==> config.mk <==
export PLATFORM = sky130hd
export DESIGN_NAME = mem_bridge_flat
export DESIGN_NICKNAME = d
export VERILOG_FILES = /design/src/rtl/mem_bridge_pkg.sv /design/src/rtl/mem_bridge_if.sv /design/src/rtl/mem_bridge_bypass.sv /design/src/rtl/mem_bridge.sv /design/src/flat_wrapper.sv
export SDC_FILE = /design/constraint.sdc
export NUM_CORES = 1
export LEC_CHECK = 0
export CORE_MARGIN = 2
export CORE_UTILIZATION = 36
export CTS_CLUSTER_SIZE = 10
export DETAILED_ROUTE_END_ITERATION = 8
export PLACE_DENSITY = 0.78
export SLEW_MARGIN = 10
export SYNTH_ARGS = -nofsm -noshare
export SYNTH_HDL_FRONTEND = slang
export SYNTH_SLANG_ARGS = --single-unit
==> constraint.sdc <==
create_clock -name clk -period 1.5 [get_ports clk]
set_input_delay 0.3 -clock clk [delete_from_list [all_inputs] [get_ports clk]]
set_output_delay 0.3 -clock clk [all_outputs]
set_load 0.05 [all_outputs]
==> src/rtl/mem_bridge_pkg.sv <==
`default_nettype none
// ============================================================================
//  Module   : mem_bridge_pkg
//  Purpose  : Shared types and constants for the CPU-to-word-RAM bridge:
//             FSM state encoding, data word width, counter width and the
//             byte-offset mask used for alignment checks.
//  Revision : 1.0  initial release
// ============================================================================
package mem_bridge_pkg;

    localparam int         c_word_w     = 32;
    localparam int         c_cnt_w      = 4;
    localparam logic [1:0] c_align_mask = 2'b11;

    typedef enum logic [1:0] {
        ST_IDLE  = 2'd0,
        ST_ISSUE = 2'd1,
        ST_WAIT  = 2'd2,
        ST_ACK   = 2'd3
    } state_t;

    // A byte address is misaligned when any of its byte-offset bits is set.
    function automatic logic is_misaligned(input logic [1:0] byte_off);
        return (byte_off & c_align_mask) != 2'b00;
    endfunction

endpackage
`default_nettype wire

==> src/rtl/mem_bridge_if.sv <==
`default_nettype none
// ============================================================================
//  Module   : mem_bridge_if
//  Purpose  : Bundles the CPU request/response signals and the RAM port of
//             the memory bridge. The slave modport is the bridge itself; the
//             master modport is its environment (core plus RAM).
//  Revision : 1.0  initial release
// ============================================================================
interface mem_bridge_if #(
    parameter int ADDR_W = 16
);
    import mem_bridge_pkg::*;

    // CPU side
    logic                cpu_req_i;
    logic                cpu_we_i;
    logic [c_word_w-1:0] cpu_addr_i;
    logic [c_word_w-1:0] cpu_wdata_i;
    logic [c_word_w-1:0] cpu_rdata_o;
    logic                cpu_ack_o;
    logic                cpu_err_o;
    logic                cpu_busy_o;

    // RAM side
    logic                ram_cs_o;
    logic                ram_we_o;
    logic [ADDR_W-1:0]   ram_addr_o;
    logic [c_word_w-1:0] ram_wdata_o;
    logic [c_word_w-1:0] ram_rdata_i;

    modport slave (
        input  cpu_req_i, cpu_we_i, cpu_addr_i, cpu_wdata_i, ram_rdata_i,
        output cpu_rdata_o, cpu_ack_o, cpu_err_o, cpu_busy_o,
        output ram_cs_o, ram_we_o, ram_addr_o, ram_wdata_o
    );

    modport master (
        output cpu_req_i, cpu_we_i, cpu_addr_i, cpu_wdata_i, ram_rdata_i,
        input  cpu_rdata_o, cpu_ack_o, cpu_err_o, cpu_busy_o,
        input  ram_cs_o, ram_we_o, ram_addr_o, ram_wdata_o
    );

endinterface
`default_nettype wire

==> src/rtl/mem_bridge_bypass.sv <==
`default_nettype none
// ============================================================================
//  Module   : mem_bridge_bypass
//  Purpose  : One-entry read tag (word address, data, valid) that lets a
//             repeated read of the last completed read address skip the RAM.
//             Only compiled when MEM_BRIDGE_READ_BYPASS_EN is defined, so the
//             default build carries no tag logic at all.
//  Revision : 1.0  initial release
// ============================================================================
`ifdef MEM_BRIDGE_READ_BYPASS_EN
module mem_bridge_bypass
    import mem_bridge_pkg::*;
#(
    parameter int ADDR_W = 16
) (
    input  wire logic                clk,
    input  wire logic                reset,          // asynchronous, active-low
    input  wire logic [ADDR_W-1:0]   i_lookup_addr,
    input  wire logic                i_fill_en,
    input  wire logic [ADDR_W-1:0]   i_fill_addr,
    input  wire logic [c_word_w-1:0] i_fill_data,
    input  wire logic                i_inval_en,
    input  wire logic [ADDR_W-1:0]   i_inval_addr,
    output logic                     o_hit,
    output logic [c_word_w-1:0]      o_data
);

    logic                r_valid;
    logic [ADDR_W-1:0]   r_tag;
    logic [c_word_w-1:0] r_data;

    // Capture each completed RAM read; drop the entry when its word is written.
    always_ff @(posedge clk or negedge reset) begin
        if (!reset) begin
            r_valid <= 1'b0;
            r_tag   <= '0;
            r_data  <= '0;
        end else if (i_fill_en) begin
            r_valid <= 1'b1;
            r_tag   <= i_fill_addr;
            r_data  <= i_fill_data;
        end else if (i_inval_en && (i_inval_addr == r_tag)) begin
            r_valid <= 1'b0;
        end
    end

    assign o_hit  = r_valid && (r_tag == i_lookup_addr);
    assign o_data = r_data;

endmodule
`endif
`default_nettype wire

==> src/rtl/mem_bridge.sv <==
`default_nettype none
// ============================================================================
//  Module   : mem_bridge
//  Purpose  : Converts single-word CPU read/write requests into accesses to a
//             fixed-latency synchronous word RAM, returning a one-cycle ack
//             and flagging misaligned byte addresses without touching RAM.
//             Optional read bypass (one-entry tag) under the macro
//             MEM_BRIDGE_READ_BYPASS_EN.
//  Revision : 1.0  initial release
// ============================================================================
module mem_bridge
    import mem_bridge_pkg::*;
#(
    parameter int RAM_LATENCY = 2,   // cycles from ram_cs_o to valid read data, 1..15
    parameter int ADDR_W      = 16   // RAM word-address width
) (
    input  wire logic    clk,
    input  wire logic    reset,      // asynchronous, active-low
    mem_bridge_if.slave  bus
);

    state_t                r_state;
    state_t                w_state_nxt;
    logic [c_cnt_w-1:0]    r_cnt;

    logic                  r_we;
    logic [ADDR_W-1:0]     r_addr;
    logic [c_word_w-1:0]   r_wdata;
    logic [c_word_w-1:0]   r_rdata;

    logic                  r_ack;
    logic                  r_err;
    logic                  r_busy;
    logic                  r_cs;
    logic                  r_ram_we;

    logic                  w_accept;
    logic                  w_misaligned;
    logic [ADDR_W-1:0]     w_req_word;
    logic                  w_rd_done;
    logic                  w_hit;
    logic [c_word_w-1:0]   w_hit_data;

    logic                  w_ack_d;
    logic                  w_err_d;
    logic                  w_busy_d;
    logic                  w_cs_d;
    logic                  w_ram_we_d;

    assign w_accept     = (r_state == ST_IDLE) && bus.cpu_req_i;
    assign w_misaligned = is_misaligned(bus.cpu_addr_i[1:0]);
    assign w_req_word   = bus.cpu_addr_i[ADDR_W+1:2];
    assign w_rd_done    = (r_state == ST_WAIT) && (r_cnt == '0);

`ifdef MEM_BRIDGE_READ_BYPASS_EN
    logic w_tag_hit;

    mem_bridge_bypass #(
        .ADDR_W (ADDR_W)
    ) u_bypass (
        .clk           (clk),
        .reset         (reset),
        .i_lookup_addr (w_req_word),
        .i_fill_en     (w_rd_done && !r_we),
        .i_fill_addr   (r_addr),
        .i_fill_data   (bus.ram_rdata_i),
        .i_inval_en    (w_accept && bus.cpu_we_i && !w_misaligned),
        .i_inval_addr  (w_req_word),
        .o_hit         (w_tag_hit),
        .o_data        (w_hit_data)
    );

    // Only an aligned read may be served from the tag.
    assign w_hit = w_accept && !bus.cpu_we_i && !w_misaligned && w_tag_hit;
`else
    assign w_hit      = 1'b0;
    assign w_hit_data = '0;
`endif

    // State register.
    always_ff @(posedge clk or negedge reset) begin
        if (!reset) begin
            r_state <= ST_IDLE;
        end else begin
            r_state <= w_state_nxt;
        end
    end

    // Next-state logic: misaligned requests and tag hits skip the RAM entirely.
    always_comb begin
        w_state_nxt = r_state;
        unique case (r_state)
            ST_IDLE: begin
                if (bus.cpu_req_i) begin
                    if (w_misaligned || w_hit) begin
                        w_state_nxt = ST_ACK;
                    end else begin
                        w_state_nxt = ST_ISSUE;
                    end
                end
            end
            ST_ISSUE: w_state_nxt = ST_WAIT;
            ST_WAIT: begin
                if (r_cnt == '0) begin
                    w_state_nxt = ST_ACK;
                end
            end
            ST_ACK:   w_state_nxt = ST_IDLE;
            default:  w_state_nxt = ST_IDLE;
        endcase
    end

    // Output decode from the upcoming state so every output leaves a flop.
    always_comb begin
        w_ack_d    = (w_state_nxt == ST_ACK);
        w_err_d    = w_accept && w_misaligned;
        w_busy_d   = (w_state_nxt != ST_IDLE);
        w_cs_d     = (w_state_nxt == ST_ISSUE);
        // ISSUE is only entered from an IDLE accept, so the live we is the one latched.
        w_ram_we_d = (w_state_nxt == ST_ISSUE) && bus.cpu_we_i;
    end

    // Output registers.
    always_ff @(posedge clk or negedge reset) begin
        if (!reset) begin
            r_ack    <= 1'b0;
            r_err    <= 1'b0;
            r_busy   <= 1'b0;
            r_cs     <= 1'b0;
            r_ram_we <= 1'b0;
        end else begin
            r_ack    <= w_ack_d;
            r_err    <= w_err_d;
            r_busy   <= w_busy_d;
            r_cs     <= w_cs_d;
            r_ram_we <= w_ram_we_d;
        end
    end

    // Latch the request on acceptance; RAM address and data hold until the next one.
    always_ff @(posedge clk or negedge reset) begin
        if (!reset) begin
            r_we    <= 1'b0;
            r_addr  <= '0;
            r_wdata <= '0;
        end else if (w_accept) begin
            r_we    <= bus.cpu_we_i;
            r_addr  <= w_req_word;
            r_wdata <= bus.cpu_wdata_i;
        end
    end

    // Latency counter: loaded in ISSUE, counts down to zero in WAIT.
    always_ff @(posedge clk or negedge reset) begin
        if (!reset) begin
            r_cnt <= '0;
        end else if (r_state == ST_ISSUE) begin
            r_cnt <= c_cnt_w'(RAM_LATENCY - 1);
        end else if ((r_state == ST_WAIT) && (r_cnt != '0)) begin
            r_cnt <= r_cnt - 1'b1;
        end
    end

    // Read data holds until the next read completes, from RAM or from the tag.
    always_ff @(posedge clk or negedge reset) begin
        if (!reset) begin
            r_rdata <= '0;
        end else if (w_rd_done && !r_we) begin
            r_rdata <= bus.ram_rdata_i;
        end else if (w_hit) begin
            r_rdata <= w_hit_data;
        end
    end

    assign bus.cpu_rdata_o = r_rdata;
    assign bus.cpu_ack_o   = r_ack;
    assign bus.cpu_err_o   = r_err;
    assign bus.cpu_busy_o  = r_busy;
    assign bus.ram_cs_o    = r_cs;
    assign bus.ram_we_o    = r_ram_we;
    assign bus.ram_addr_o  = r_addr;
    assign bus.ram_wdata_o = r_wdata;

endmodule
`default_nettype wire
==> src/flat_wrapper.sv <==
// flat-port wrapper written by rule: the top's interface ports become plain ports
module mem_bridge_flat import mem_bridge_pkg::*;
#(
    parameter int RAM_LATENCY = 2,                                                    
    parameter int ADDR_W      = 16                            
)
  (clk, reset, bus_cpu_req_i, bus_cpu_we_i, bus_cpu_addr_i, bus_cpu_wdata_i, bus_ram_rdata_i, bus_cpu_rdata_o, bus_cpu_ack_o, bus_cpu_err_o, bus_cpu_busy_o, bus_ram_cs_o, bus_ram_we_o, bus_ram_addr_o, bus_ram_wdata_o);
  mem_bridge_if #(.ADDR_W(ADDR_W)) bus_i ();
  input  wire logic clk;
  input  wire logic reset;
  input wire logic [$bits(bus_i.cpu_req_i)-1:0] bus_cpu_req_i;
  input wire logic [$bits(bus_i.cpu_we_i)-1:0] bus_cpu_we_i;
  input wire logic [$bits(bus_i.cpu_addr_i)-1:0] bus_cpu_addr_i;
  input wire logic [$bits(bus_i.cpu_wdata_i)-1:0] bus_cpu_wdata_i;
  input wire logic [$bits(bus_i.ram_rdata_i)-1:0] bus_ram_rdata_i;
  output wire logic [$bits(bus_i.cpu_rdata_o)-1:0] bus_cpu_rdata_o;
  output wire logic [$bits(bus_i.cpu_ack_o)-1:0] bus_cpu_ack_o;
  output wire logic [$bits(bus_i.cpu_err_o)-1:0] bus_cpu_err_o;
  output wire logic [$bits(bus_i.cpu_busy_o)-1:0] bus_cpu_busy_o;
  output wire logic [$bits(bus_i.ram_cs_o)-1:0] bus_ram_cs_o;
  output wire logic [$bits(bus_i.ram_we_o)-1:0] bus_ram_we_o;
  output wire logic [$bits(bus_i.ram_addr_o)-1:0] bus_ram_addr_o;
  output wire logic [$bits(bus_i.ram_wdata_o)-1:0] bus_ram_wdata_o;
  assign bus_i.cpu_req_i = bus_cpu_req_i;
  assign bus_i.cpu_we_i = bus_cpu_we_i;
  assign bus_i.cpu_addr_i = bus_cpu_addr_i;
  assign bus_i.cpu_wdata_i = bus_cpu_wdata_i;
  assign bus_i.ram_rdata_i = bus_ram_rdata_i;
  assign bus_cpu_rdata_o = bus_i.cpu_rdata_o;
  assign bus_cpu_ack_o = bus_i.cpu_ack_o;
  assign bus_cpu_err_o = bus_i.cpu_err_o;
  assign bus_cpu_busy_o = bus_i.cpu_busy_o;
  assign bus_ram_cs_o = bus_i.ram_cs_o;
  assign bus_ram_we_o = bus_i.ram_we_o;
  assign bus_ram_addr_o = bus_i.ram_addr_o;
  assign bus_ram_wdata_o = bus_i.ram_wdata_o;
  mem_bridge #(.RAM_LATENCY(RAM_LATENCY), .ADDR_W(ADDR_W)) u_core (.clk(clk), .reset(reset), .bus(bus_i));
endmodule
==> report_table.html, run 1 <==
<table>
<tr><th>Metric</th><th>Value</th></tr>
<tr><th colspan="2">Run status</th></tr>
<tr><td>Outcome</td><td>finished, violations left</td></tr>
<tr><td>Failing checks</td><td>setup timing</td></tr>
<tr><th colspan="2">Worst setup path</th></tr>
<tr><td>Critical path class</td><td>flip-flop to flip-flop</td></tr>
<tr><td>Data arrival time of the worst path</td><td>1.86 ns</td></tr>
<tr><td>Reg-to-reg critical path endpoint</td><td>u_core.bus.cpu_rdata_o[14]</td></tr>
<tr><td>Worst Setup End Kind</td><td>flip-flop</td></tr>
<tr><td>Count of cell instances traversed by the critical path</td><td>6</td></tr>
<tr><td>Buf/Inv on CP</td><td>2</td></tr>
<tr><td>Critical-path cell with the highest stage delay</td><td>dfrtp_1</td></tr>
<tr><td>Worst-path cell chain</td><td>inv_2 -&gt; ha_4 -&gt; nor3b_4 -&gt; nand3b_4 -&gt; buf_12 -&gt; mux2_4</td></tr>
<tr><td>Startpoint type of the worst setup path</td><td>flip-flop</td></tr>
<tr><td>R2R Setup Slk</td><td>-0.14 ns</td></tr>
<tr><td>Max Fanout on Critical Path</td><td>22</td></tr>
<tr><td>FF-to-FF Start</td><td>u_core.r_cnt[1]</td></tr>
<tr><td>Worst stage delay on the critical path</td><td>0.40 ns</td></tr>
<tr><td>Critical path's top delay family</td><td>flip-flops</td></tr>
<tr><td>Worst r2r path cells</td><td>6</td></tr>
<tr><td>Data required time of the worst path</td><td>1.72 ns</td></tr>
<tr><th colspan="2">Floorplan</th></tr>
<tr><td>Die height</td><td>105.2 um</td></tr>
<tr><td>Std cell rows</td><td>36</td></tr>
<tr><td>Initial core utilization</td><td>0.3738</td></tr>
<tr><td>Total core area</td><td>9864 sq um</td></tr>
<tr><td>I/O pin count</td><td>185</td></tr>
<tr><td>Die Outline Area</td><td>11070 sq um</td></tr>
<tr><td>Horizontal die dimension</td><td>105.2 um</td></tr>
<tr><th colspan="2">Logic synthesis</th></tr>
<tr><td>Leading post-synthesis cells by cell area</td><td>dfrtp_1 (62%), mux2_2 (16%), mux2_4 (12%)</td></tr>
<tr><td>EDFF count, synth</td><td>0</td></tr>
<tr><td>Number of synthesized register bits</td><td>92</td></tr>
<tr><td>Yosys top cell by area</td><td>dfrtp_1</td></tr>
<tr><td>Top-area cell type share of the netlist area</td><td>0.6244</td></tr>
<tr><td>Net count after synthesis</td><td>331</td></tr>
<tr><td>Syn_area_per_cell</td><td>16.39 sq um</td></tr>
<tr><td>YS warnings</td><td>0</td></tr>
<tr><td>Number of distinct library cell variants in the gate-level netlist after synthesis</td><td>25</td></tr>
<tr><td>Total standard cell area after synthesis</td><td>3687 sq um</td></tr>
<tr><td>Share of async-settable or async-resettable flops after synthesis</td><td>1.000</td></tr>
<tr><td>Main synth FF type</td><td>dfrtp_1</td></tr>
<tr><td>Sequential share of the synthesized area</td><td>0.6244</td></tr>
<tr><td>Number of cells produced by synthesis</td><td>225</td></tr>
<tr><th colspan="2">Global routing</th></tr>
<tr><td>Antenna violations before repair</td><td>0</td></tr>
<tr><td>Congestion Overflow GR</td><td>0</td></tr>
<tr><td>Gr usage total</td><td>0.1760</td></tr>
<tr><td>Wire length of the first global-routing pass</td><td>15280 um</td></tr>
<tr><td>Largest net degree at the start of global routing</td><td>46</td></tr>
<tr><td>Vias in the first global route</td><td>2880</td></tr>
<tr><th colspan="2">Finish</th></tr>
<tr><td>ANT cells</td><td>0</td></tr>
<tr><td>Cell area after layout</td><td>7272 sq um</td></tr>
<tr><td>Layout-stage area growth over the synthesis result</td><td>97.22%</td></tr>
<tr><td>Most frequent cells in the layout</td><td>buf_12 (92), dfrtp_1 (92), clkdlybuf4s50_1 (84)</td></tr>
<tr><td>Number of nets in the layout</td><td>536</td></tr>
<tr><td>Number of inserted filler cells in the final layout</td><td>570</td></tr>
<tr><td>Layout cell share with drive strength beyond 1</td><td>0.5346</td></tr>
<tr><th colspan="2">Pwr</th></tr>
<tr><td>Psw</td><td>8447 uW</td></tr>
<tr><td>Register share of total power</td><td>0.252</td></tr>
<tr><td>Internal power of the cells</td><td>11970 uW</td></tr>
<tr><td>Largest vdd supply drop</td><td>1.585 mV</td></tr>
<tr><td>Power share of the clock group</td><td>0.080</td></tr>
<tr><td>Total chip power</td><td>20420 uW</td></tr>
<tr><td>Total power per unit cell area</td><td>2808 nW/um^2</td></tr>
<tr><td>Sw Ratio</td><td>0.4137</td></tr>
<tr><td>Share of power burned in combinational logic</td><td>0.669</td></tr>
<tr><td>Leakage component of the power</td><td>0.003471 uW</td></tr>
<tr><th colspan="2">Routing</th></tr>
<tr><td>Metal3 WL</td><td>805 um</td></tr>
<tr><td>DRC violation total after the first TritonRoute iteration</td><td>59</td></tr>
<tr><td># DRC</td><td>0</td></tr>
<tr><td>Metal2 WL</td><td>5374 um</td></tr>
<tr><td>Overall via count from detail_route</td><td>2644</td></tr>
<tr><td>Number of iterations in the first detailed-routing pass</td><td>4</td></tr>
<tr><td>Wirelength, routed</td><td>10300 um</td></tr>
<tr><td>Number of vias per cell after detailed routing</td><td>4.663</td></tr>
<tr><td>Antenna viol nets, final</td><td>0</td></tr>
<tr><td>Highest routing layer actually used</td><td>met4</td></tr>
<tr><td>M1 WL</td><td>4044 um</td></tr>
<tr><td>Post-detailed-route wirelength per cell</td><td>18.16 um</td></tr>
<tr><th colspan="2">Placement</th></tr>
<tr><td>Weighted congestion at the end of routability-driven global placement</td><td>0.7343</td></tr>
<tr><td>Count of input and output buffers</td><td>170</td></tr>
<tr><td>Placed wire-length estimate after detailed placement</td><td>7244 um</td></tr>
<tr><td>Area post-placement</td><td>6596 sq um</td></tr>
<tr><th colspan="2">Clock tree</th></tr>
<tr><td>Total clock sinks</td><td>92</td></tr>
<tr><td>Clk pin slew, worst setup/hold paths</td><td>0.09 ns</td></tr>
<tr><td>TritonCTS clock tree</td><td>done</td></tr>
<tr><td>Root cell of the clock tree</td><td>clkbuf_8</td></tr>
<tr><td>CTS Buf Count</td><td>9</td></tr>
<tr><td>Number of H-tree branching levels</td><td>3</td></tr>
<tr><td>Buffer levels on the longest clock path</td><td>2</td></tr>
<tr><td>Clk Latency, worst-skew pair</td><td>0.34 ns</td></tr>
<tr><th colspan="2">STA</th></tr>
<tr><td>Setup-violating endpoint count in the final report</td><td>88</td></tr>
<tr><td>Setup TNS</td><td>-5.894 ns</td></tr>
<tr><td>Worst hold margin</td><td>0.3643 ns</td></tr>
<tr><td>Transition time of the tightest slew-check pin</td><td>0.2991 ns</td></tr>
<tr><td>Tmin final</td><td>1.639 ns</td></tr>
<tr><td>Slew Limit Headroom</td><td>0.8000</td></tr>
<tr><td>Pins Over Slew Limit</td><td>0</td></tr>
<tr><td>Minimum setup slack in the final design</td><td>-0.1395 ns</td></tr>
<tr><td>Worst Skew</td><td>0.01202 ns</td></tr>
<tr><td>Maximum clock rate</td><td>0.6099 GHz</td></tr>
<tr><td>Fin. Hold Viols</td><td>0</td></tr>
<tr><td>Final critical-path share of the clock period</td><td>1.093</td></tr>
<tr><td>RSZ-0062 raised after global routing</td><td>true</td></tr>
<tr><th colspan="2">Hold path</th></tr>
<tr><td>Kind of path behind the tightest hold check</td><td>primary input to async pin</td></tr>
<tr><th colspan="2">Job</th></tr>
<tr><td>Maximum capacitance violations</td><td>0</td></tr>
</table>
## area by class of cell
cell class,instances,area [sq um],share of cell area
clock buffer,11,141.4,0.01944
clock inverter,4,50.05,0.006882
inverter,9,36.28,0.004990
multi-input combinational,116,1589,0.2185
sequential,92,2302,0.3166
tap,133,166.4,0.02288
timing repair buffer,202,2987,0.4107
## power groups by stage
stage | Clock (uW) | Sequential, uW | Combinational, uW
after floorplan | 0 | 8480 | 2380
after global placement | 0 | 5050 | 12200
after detailed placement | 0 | 5150 | 12400
after CTS | 1700 | 5110 | 13000
after global routing | 1780 | 5290 | 14100
final | 1630 | 5140 | 13700
## worst register-to-register path, delay by kind of cell, from the launching register on
family                   cells  cell delay (ns)
adder cells (fa/ha/maj)      1             0.13
multiplexers                 1             0.32
buffers and inverters        2             0.28
AND/OR/NAND/NOR              2             0.39
flip-flops                   1             0.40
## cell usage after synthesis (all sizes together), types with 2 or more instances
cell type,n
buf,8
ha,6
nor3b,2
nor2,8
nand2,4
mux2,82
inv,9
dfrtp,92
## logic make-up after synthesis
family,synth area share
flops,0.6244
buf+inv,0.02511
compound gates,0.01221
fa+ha+maj,0.02036
mux,0.2837
simple gates,0.03428
## layer usage
| metal | up-vias | GRT usage |
|---|---|---|
| met1 | 1337 | 0.2082 |
| met3 | 7 | 0.06301 |
| met4 | 0 | 0.04571 |
| met2 | 116 | 0.3028 |
| met5 | - | 0 |
| li1 | 1184 | - |
## metrics by stage
step	cells	utilization	setup WS (ns)
global route	567	0.7372	-0.1877
detailed placement	539	0.6687	-0.2486
global placement	539	0.6687	-0.2052
finish	567	0.7372	-0.1395
CTS	562	0.7103	-0.1423
floorplan	225	-	-0.08903
## worst max-delay path by stage
stage	startpoint	end	slack [ns]
floorplan	u_core.r_cnt[0]	u_core.bus.cpu_rdata_o[0]	-0.09
global placement	bus_cpu_req_i	u_core.bus.ram_we_o	-0.21
detailed placement	bus_cpu_req_i	u_core.bus.ram_we_o	-0.25
CTS	u_core.r_cnt[1]	u_core.bus.cpu_rdata_o[14]	-0.14
global route	u_core.r_cnt[1]	u_core.bus.cpu_rdata_o[14]	-0.19
finish	u_core.r_cnt[1]	u_core.bus.cpu_rdata_o[14]	-0.14
## what timing repair did
action,4_1_cts,5_1_grt
endpoints found under the hold margin,10,0
gates resized for setup,25,55
setup endpoints to repair,88,88
gates cloned,2,4
buffers inserted,5,4
hold buffers,1,0
pin swaps,2,5
## registers in the layout, summed over array words and instances (netlist names)
register	count
u_core.bus.cpu_rdata_o	32
u_core.r_we	1
u_core.r_cnt	4
u_core.r_state	2
u_core.bus.cpu_ack_o	1
u_core.bus.cpu_busy_o	1
u_core.bus.ram_cs_o	1
u_core.bus.cpu_err_o	1
u_core.bus.ram_we_o	1
u_core.bus.ram_wdata_o	32
u_core.bus.ram_addr_o	16
Power figures use the tool's default switching activity.
==> run 2: changes to the inputs <==
--- a/config.mk
+++ b/config.mk
@@ -5,7 +5,6 @@
 export SDC_FILE = /design/constraint.sdc
 export NUM_CORES = 1
 export LEC_CHECK = 0
-export CORE_MARGIN = 2
 export CORE_UTILIZATION = 36
 export CTS_CLUSTER_SIZE = 10
 export DETAILED_ROUTE_END_ITERATION = 8
@@ -13,4 +12,5 @@
 export SLEW_MARGIN = 10
 export SYNTH_ARGS = -nofsm -noshare
 export SYNTH_HDL_FRONTEND = slang
+export SYNTH_HIERARCHICAL = 1
 export SYNTH_SLANG_ARGS = --single-unit
==> report_table.html, run 2 <==
<table>
<tr><th>Metric</th><th>Value</th></tr>
<tr><th colspan="2">STA</th></tr>
<tr><td>Pins Over Slew Limit</td><td>0 (unchanged)</td></tr>
<tr><td>RSZ-0062 raised after global routing</td><td>true</td></tr>
<tr><td>Slew Limit Headroom</td><td>0.8339 (+0.03388)</td></tr>
<tr><td>Fin. Hold Viols</td><td>0 (unchanged)</td></tr>
<tr><td>Worst hold margin</td><td>0.3588 ns (-0.005428 ns)</td></tr>
<tr><td>Transition time of the tightest slew-check pin</td><td>0.2485 ns (-0.05053 ns)</td></tr>
<tr><td>Minimum setup slack in the final design</td><td>-0.09289 ns (+0.04660 ns)</td></tr>
<tr><td>Final critical-path share of the clock period</td><td>1.062 (-0.03107)</td></tr>
<tr><td>Setup-violating endpoint count in the final report</td><td>49 (-44%)</td></tr>
<tr><td>Maximum clock rate</td><td>0.6278 GHz (+2.9%)</td></tr>
<tr><td>Worst Skew</td><td>0.01033 ns (-0.001695 ns)</td></tr>
<tr><td>Tmin final</td><td>1.593 ns (-0.04660 ns)</td></tr>
<tr><th colspan="2">Logic synthesis</th></tr>
<tr><td>Yosys top cell by area</td><td>dfrtp_1</td></tr>
<tr><td>Top-area cell type share of the netlist area</td><td>0.6172 (-0.007121)</td></tr>
<tr><td>Total standard cell area after synthesis</td><td>3730 sq um (+1.2%)</td></tr>
<tr><td>Top-count cell post-synth</td><td>dfrtp_1</td></tr>
<tr><td>Share of async-settable or async-resettable flops after synthesis</td><td>1.000 (unchanged)</td></tr>
<tr><td>Number of cells produced by synthesis</td><td>226 (+0.44%)</td></tr>
<tr><td>EDFF count, synth</td><td>0 (unchanged)</td></tr>
<tr><td>Syn_area_per_cell</td><td>16.50 sq um (+0.71%)</td></tr>
<tr><td>Main synth FF type</td><td>dfrtp_1</td></tr>
<tr><td>Number of synthesized register bits</td><td>92 (unchanged)</td></tr>
<tr><td>Number of distinct library cell variants in the gate-level netlist after synthesis</td><td>21 (-16%)</td></tr>
<tr><td>Sequential share of the synthesized area</td><td>0.6172 (-0.007121)</td></tr>
<tr><td>Leading cell types by count after synthesis</td><td>dfrtp_1 (92), mux2_2 (52), mux2_4 (30), nor2_1 (11), inv_1 (8)</td></tr>
<tr><td>YS warnings</td><td>6 (+6)</td></tr>
<tr><td>Net count after synthesis</td><td>332 (+0.30%)</td></tr>
<tr><td>Leading post-synthesis cells by cell area</td><td>dfrtp_1 (62%), mux2_2 (16%), mux2_4 (12%)</td></tr>
<tr><th colspan="2">Floorplan</th></tr>
<tr><td>Die height</td><td>103.8 um (-1.3%)</td></tr>
<tr><td>Die Outline Area</td><td>10770 sq um (-2.7%)</td></tr>
<tr><td>I/O pin count</td><td>185 (unchanged)</td></tr>
<tr><td>Std cell rows</td><td>36 (unchanged)</td></tr>
<tr><td>Total core area</td><td>9910 sq um (+0.46%)</td></tr>
<tr><td>Horizontal die dimension</td><td>103.8 um (-1.3%)</td></tr>
<tr><td>Initial core utilization</td><td>0.3764 (+0.002594)</td></tr>
<tr><th colspan="2">Global routing</th></tr>
<tr><td>Gr usage total</td><td>0.1940 (+0.01802)</td></tr>
<tr><td>Vias in the first global route</td><td>2964 (+2.9%)</td></tr>
<tr><td>Largest net degree at the start of global routing</td><td>40 (-13%)</td></tr>
<tr><td>Congestion Overflow GR</td><td>0 (unchanged)</td></tr>
<tr><td>Antenna violations before repair</td><td>0 (unchanged)</td></tr>
<tr><td>Wire length of the first global-routing pass</td><td>16070 um (+5.2%)</td></tr>
<tr><th colspan="2">Clock tree</th></tr>
<tr><td>Clk Latency, worst-skew pair</td><td>0.35 ns (about the same)</td></tr>
<tr><td>TritonCTS clock tree</td><td>done</td></tr>
<tr><td>Root cell of the clock tree</td><td>clkbuf_8</td></tr>
<tr><td>Number of H-tree branching levels</td><td>3 (unchanged)</td></tr>
<tr><td>CTS Buf Count</td><td>9 (unchanged)</td></tr>
<tr><td>Buffer levels on the longest clock path</td><td>2 (unchanged)</td></tr>
<tr><td>Clk pin slew, worst setup/hold paths</td><td>0.09 ns (about the same)</td></tr>
<tr><td>Total clock sinks</td><td>92 (unchanged)</td></tr>
<tr><th colspan="2">Routing</th></tr>
<tr><td>DRC violation total after the first TritonRoute iteration</td><td>64 (+8.5%)</td></tr>
<tr><td>Antenna viol nets, final</td><td>0 (unchanged)</td></tr>
<tr><td>Overall via count from detail_route</td><td>2667 (+0.87%)</td></tr>
<tr><td>Post-detailed-route wirelength per cell</td><td>18.20 um (+0.22%)</td></tr>
<tr><td>Number of iterations in the first detailed-routing pass</td><td>3 (-1)</td></tr>
<tr><td>Wirelength, routed</td><td>10540 um (+2.3%)</td></tr>
<tr><td>Number of vias per cell after detailed routing</td><td>4.606 (-1.2%)</td></tr>
<tr><td># DRC</td><td>0 (unchanged)</td></tr>
<tr><th colspan="2">Pwr</th></tr>
<tr><td>Total power per unit cell area</td><td>2717 nW/um^2 (-3.2%)</td></tr>
<tr><td>Power share of the clock group</td><td>0.086 (+0.006)</td></tr>
<tr><td>Share of power burned in combinational logic</td><td>0.661 (-0.008)</td></tr>
<tr><td>Psw</td><td>8193 uW (-3.0%)</td></tr>
<tr><td>Sw Ratio</td><td>0.4135 (about the same)</td></tr>
<tr><td>Register share of total power</td><td>0.253 (about the same)</td></tr>
<tr><td>Leakage component of the power</td><td>0.003288 uW (-5.3%)</td></tr>
<tr><td>Internal power of the cells</td><td>11620 uW (-2.9%)</td></tr>
<tr><td>Largest vdd supply drop</td><td>1.340 mV (-15%)</td></tr>
<tr><th colspan="2">Worst setup path</th></tr>
<tr><td>Worst Setup End Kind</td><td>flip-flop</td></tr>
<tr><td>Data required time of the worst path</td><td>1.73 ns (about the same)</td></tr>
<tr><td>Critical path class</td><td>flip-flop to flip-flop</td></tr>
<tr><td>Data arrival time of the worst path</td><td>1.83 ns (-0.03 ns)</td></tr>
<tr><td>Max Fanout on Critical Path</td><td>7 (-68%)</td></tr>
<tr><td>Startpoint type of the worst setup path</td><td>flip-flop</td></tr>
<tr><th colspan="2">Finish</th></tr>
<tr><td>Leading cell type in the layout, fill and taps excluded</td><td>buf_12</td></tr>
<tr><td>Number of nets in the layout</td><td>547 (+2.1%)</td></tr>
<tr><td>Post-Route Utilization</td><td>0.7360 (-0.001204)</td></tr>
<tr><td>Layout-stage area growth over the synthesis result</td><td>95.54%</td></tr>
<tr><td>ANT cells</td><td>0 (unchanged)</td></tr>
<tr><td>Most frequent cells in the layout</td><td>buf_12 (96), dfrtp_1 (92), clkdlybuf4s50_1 (84)</td></tr>
<tr><td>Layout cell share with drive strength beyond 1</td><td>0.5381 (+0.003554)</td></tr>
<tr><th colspan="2">Job</th></tr>
<tr><td>Maximum capacitance violations</td><td>0 (unchanged)</td></tr>
<tr><th colspan="2">Run status</th></tr>
<tr><td>Failing checks</td><td>setup timing</td></tr>
<tr><td>Outcome</td><td>finished, violations left</td></tr>
<tr><th colspan="2">Placement</th></tr>
<tr><td>Count of input and output buffers</td><td>170 (unchanged)</td></tr>
<tr><td>Weighted congestion at the end of routability-driven global placement</td><td>0.7875 (+7.2%)</td></tr>
<tr><td>Placed wire-length estimate after detailed placement</td><td>7010 um (-3.2%)</td></tr>
<tr><th colspan="2">Hold path</th></tr>
<tr><td>Kind of path behind the tightest hold check</td><td>primary input to async pin</td></tr>
</table>
run 2: routing by layer:
metal  vias to the layer above  GRT usage  share of wire
li1                       1208          -              -
met1                      1354     0.2277           0.41
met2                        98     0.3514           0.53
met3                         7    0.04720          0.052
met4                         0    0.05510         0.0081
met5                         -          0              0
run 2: cell type report:
cell class                 count  area (sq um)
inverter                       8         30.03
multi-input combinational    118          1484
tap                          133         166.4
timing repair buffer         212          3114
sequential                    92          2302
fill                         616          2616
clock buffer                  15         166.4
clock inverter                 1         30.03
run 2: worst max-delay path: stages, from the launching register on:
cell	delay (ns)
dfrtp_1	0.39
inv_2	0.08
ha_4	0.15
nand4bb_4	0.16
nor2_8	0.19
clkbuf_16	0.19
mux2_4	0.29
run 2: per-stage QoR:
step                      total power, uW  instances  cell area [sq um]  setup slack (ns)  setup TNS [ns]
after floorplan                     10630        226               3755          -0.05108          -1.532
after global placement              16810        542               6609           -0.1091          -6.112
after detailed placement            17110        542               6609           -0.1579          -9.052
after CTS                           19580        573               7156           -0.1135          -4.574
after global routing                20550        579               7293           -0.1414          -5.573
final                               19810        579               7293          -0.09289          -2.713
run 2: path summary, 6_finish.rpt:
kind,slack (ns),end,start,depth (start not counted)
worst max-delay path,-0.09,u_core/bus.cpu_rdata_o[12],u_core/r_state[0],6
max in group asynchronous,0.65,u_core/bus.ram_wdata_o[21],reset,3
min in group clk,0.56,u_core/bus.ram_wdata_o[17],bus_cpu_wdata_i[17],2
worst min register to register,0.57,u_core/bus.ram_addr_o[1],u_core/bus.ram_addr_o[1],1
worst min-delay path,0.36,u_core/bus.cpu_rdata_o[21],reset,2
worst max register to register,-0.09,u_core/bus.cpu_rdata_o[12],u_core/r_state[0],6
run 2: timing repair:
action                                 4_1_cts  5_1_grt
hold buffers                                 1        0
setup endpoints to repair                   83       88
endpoints found under the hold margin       14        0
pin swaps                                    2        6
buffers inserted                             9        9
cloned                                       5        4
resized for setup                           24       25
run 2: kinds of logic after synthesis:
kind of cell             Yosys count  synth area share
flip-flops                        92            0.6172
multiplexers                      84            0.2831
buffers and inverters             16           0.03086
AO/OA/AOI/OAI                      6           0.01107
AND/OR/NAND/NOR                   22           0.03757
adder cells (fa/ha/maj)            6           0.02013
run 2: power groups by stage:
| stage | combinational (uW) | clock, uW | sequential (uW) |
|---|---|---|---|
| floorplan | 2290 | 0 | 8340 |
| finish | 13100 | 1700 | 5010 |
| detailed placement | 12000 | 0 | 5060 |
| global route | 13500 | 1850 | 5160 |
| global placement | 11900 | 0 | 4940 |
| CTS | 12800 | 1740 | 5020 |
==> run 3: changes to the inputs <==
--- a/config.mk
+++ b/config.mk
@@ -5,9 +5,11 @@
 export SDC_FILE = /design/constraint.sdc
 export NUM_CORES = 1
 export LEC_CHECK = 0
+export CAP_MARGIN = 20
 export CORE_UTILIZATION = 36
 export CTS_CLUSTER_SIZE = 10
 export DETAILED_ROUTE_END_ITERATION = 8
+export GPL_ROUTABILITY_DRIVEN = 0
 export PLACE_DENSITY = 0.78
 export SLEW_MARGIN = 10
 export SYNTH_ARGS = -nofsm -noshare
==> results of run 3 <==
Final layout, timing and power as in run 2 (identical DEF).
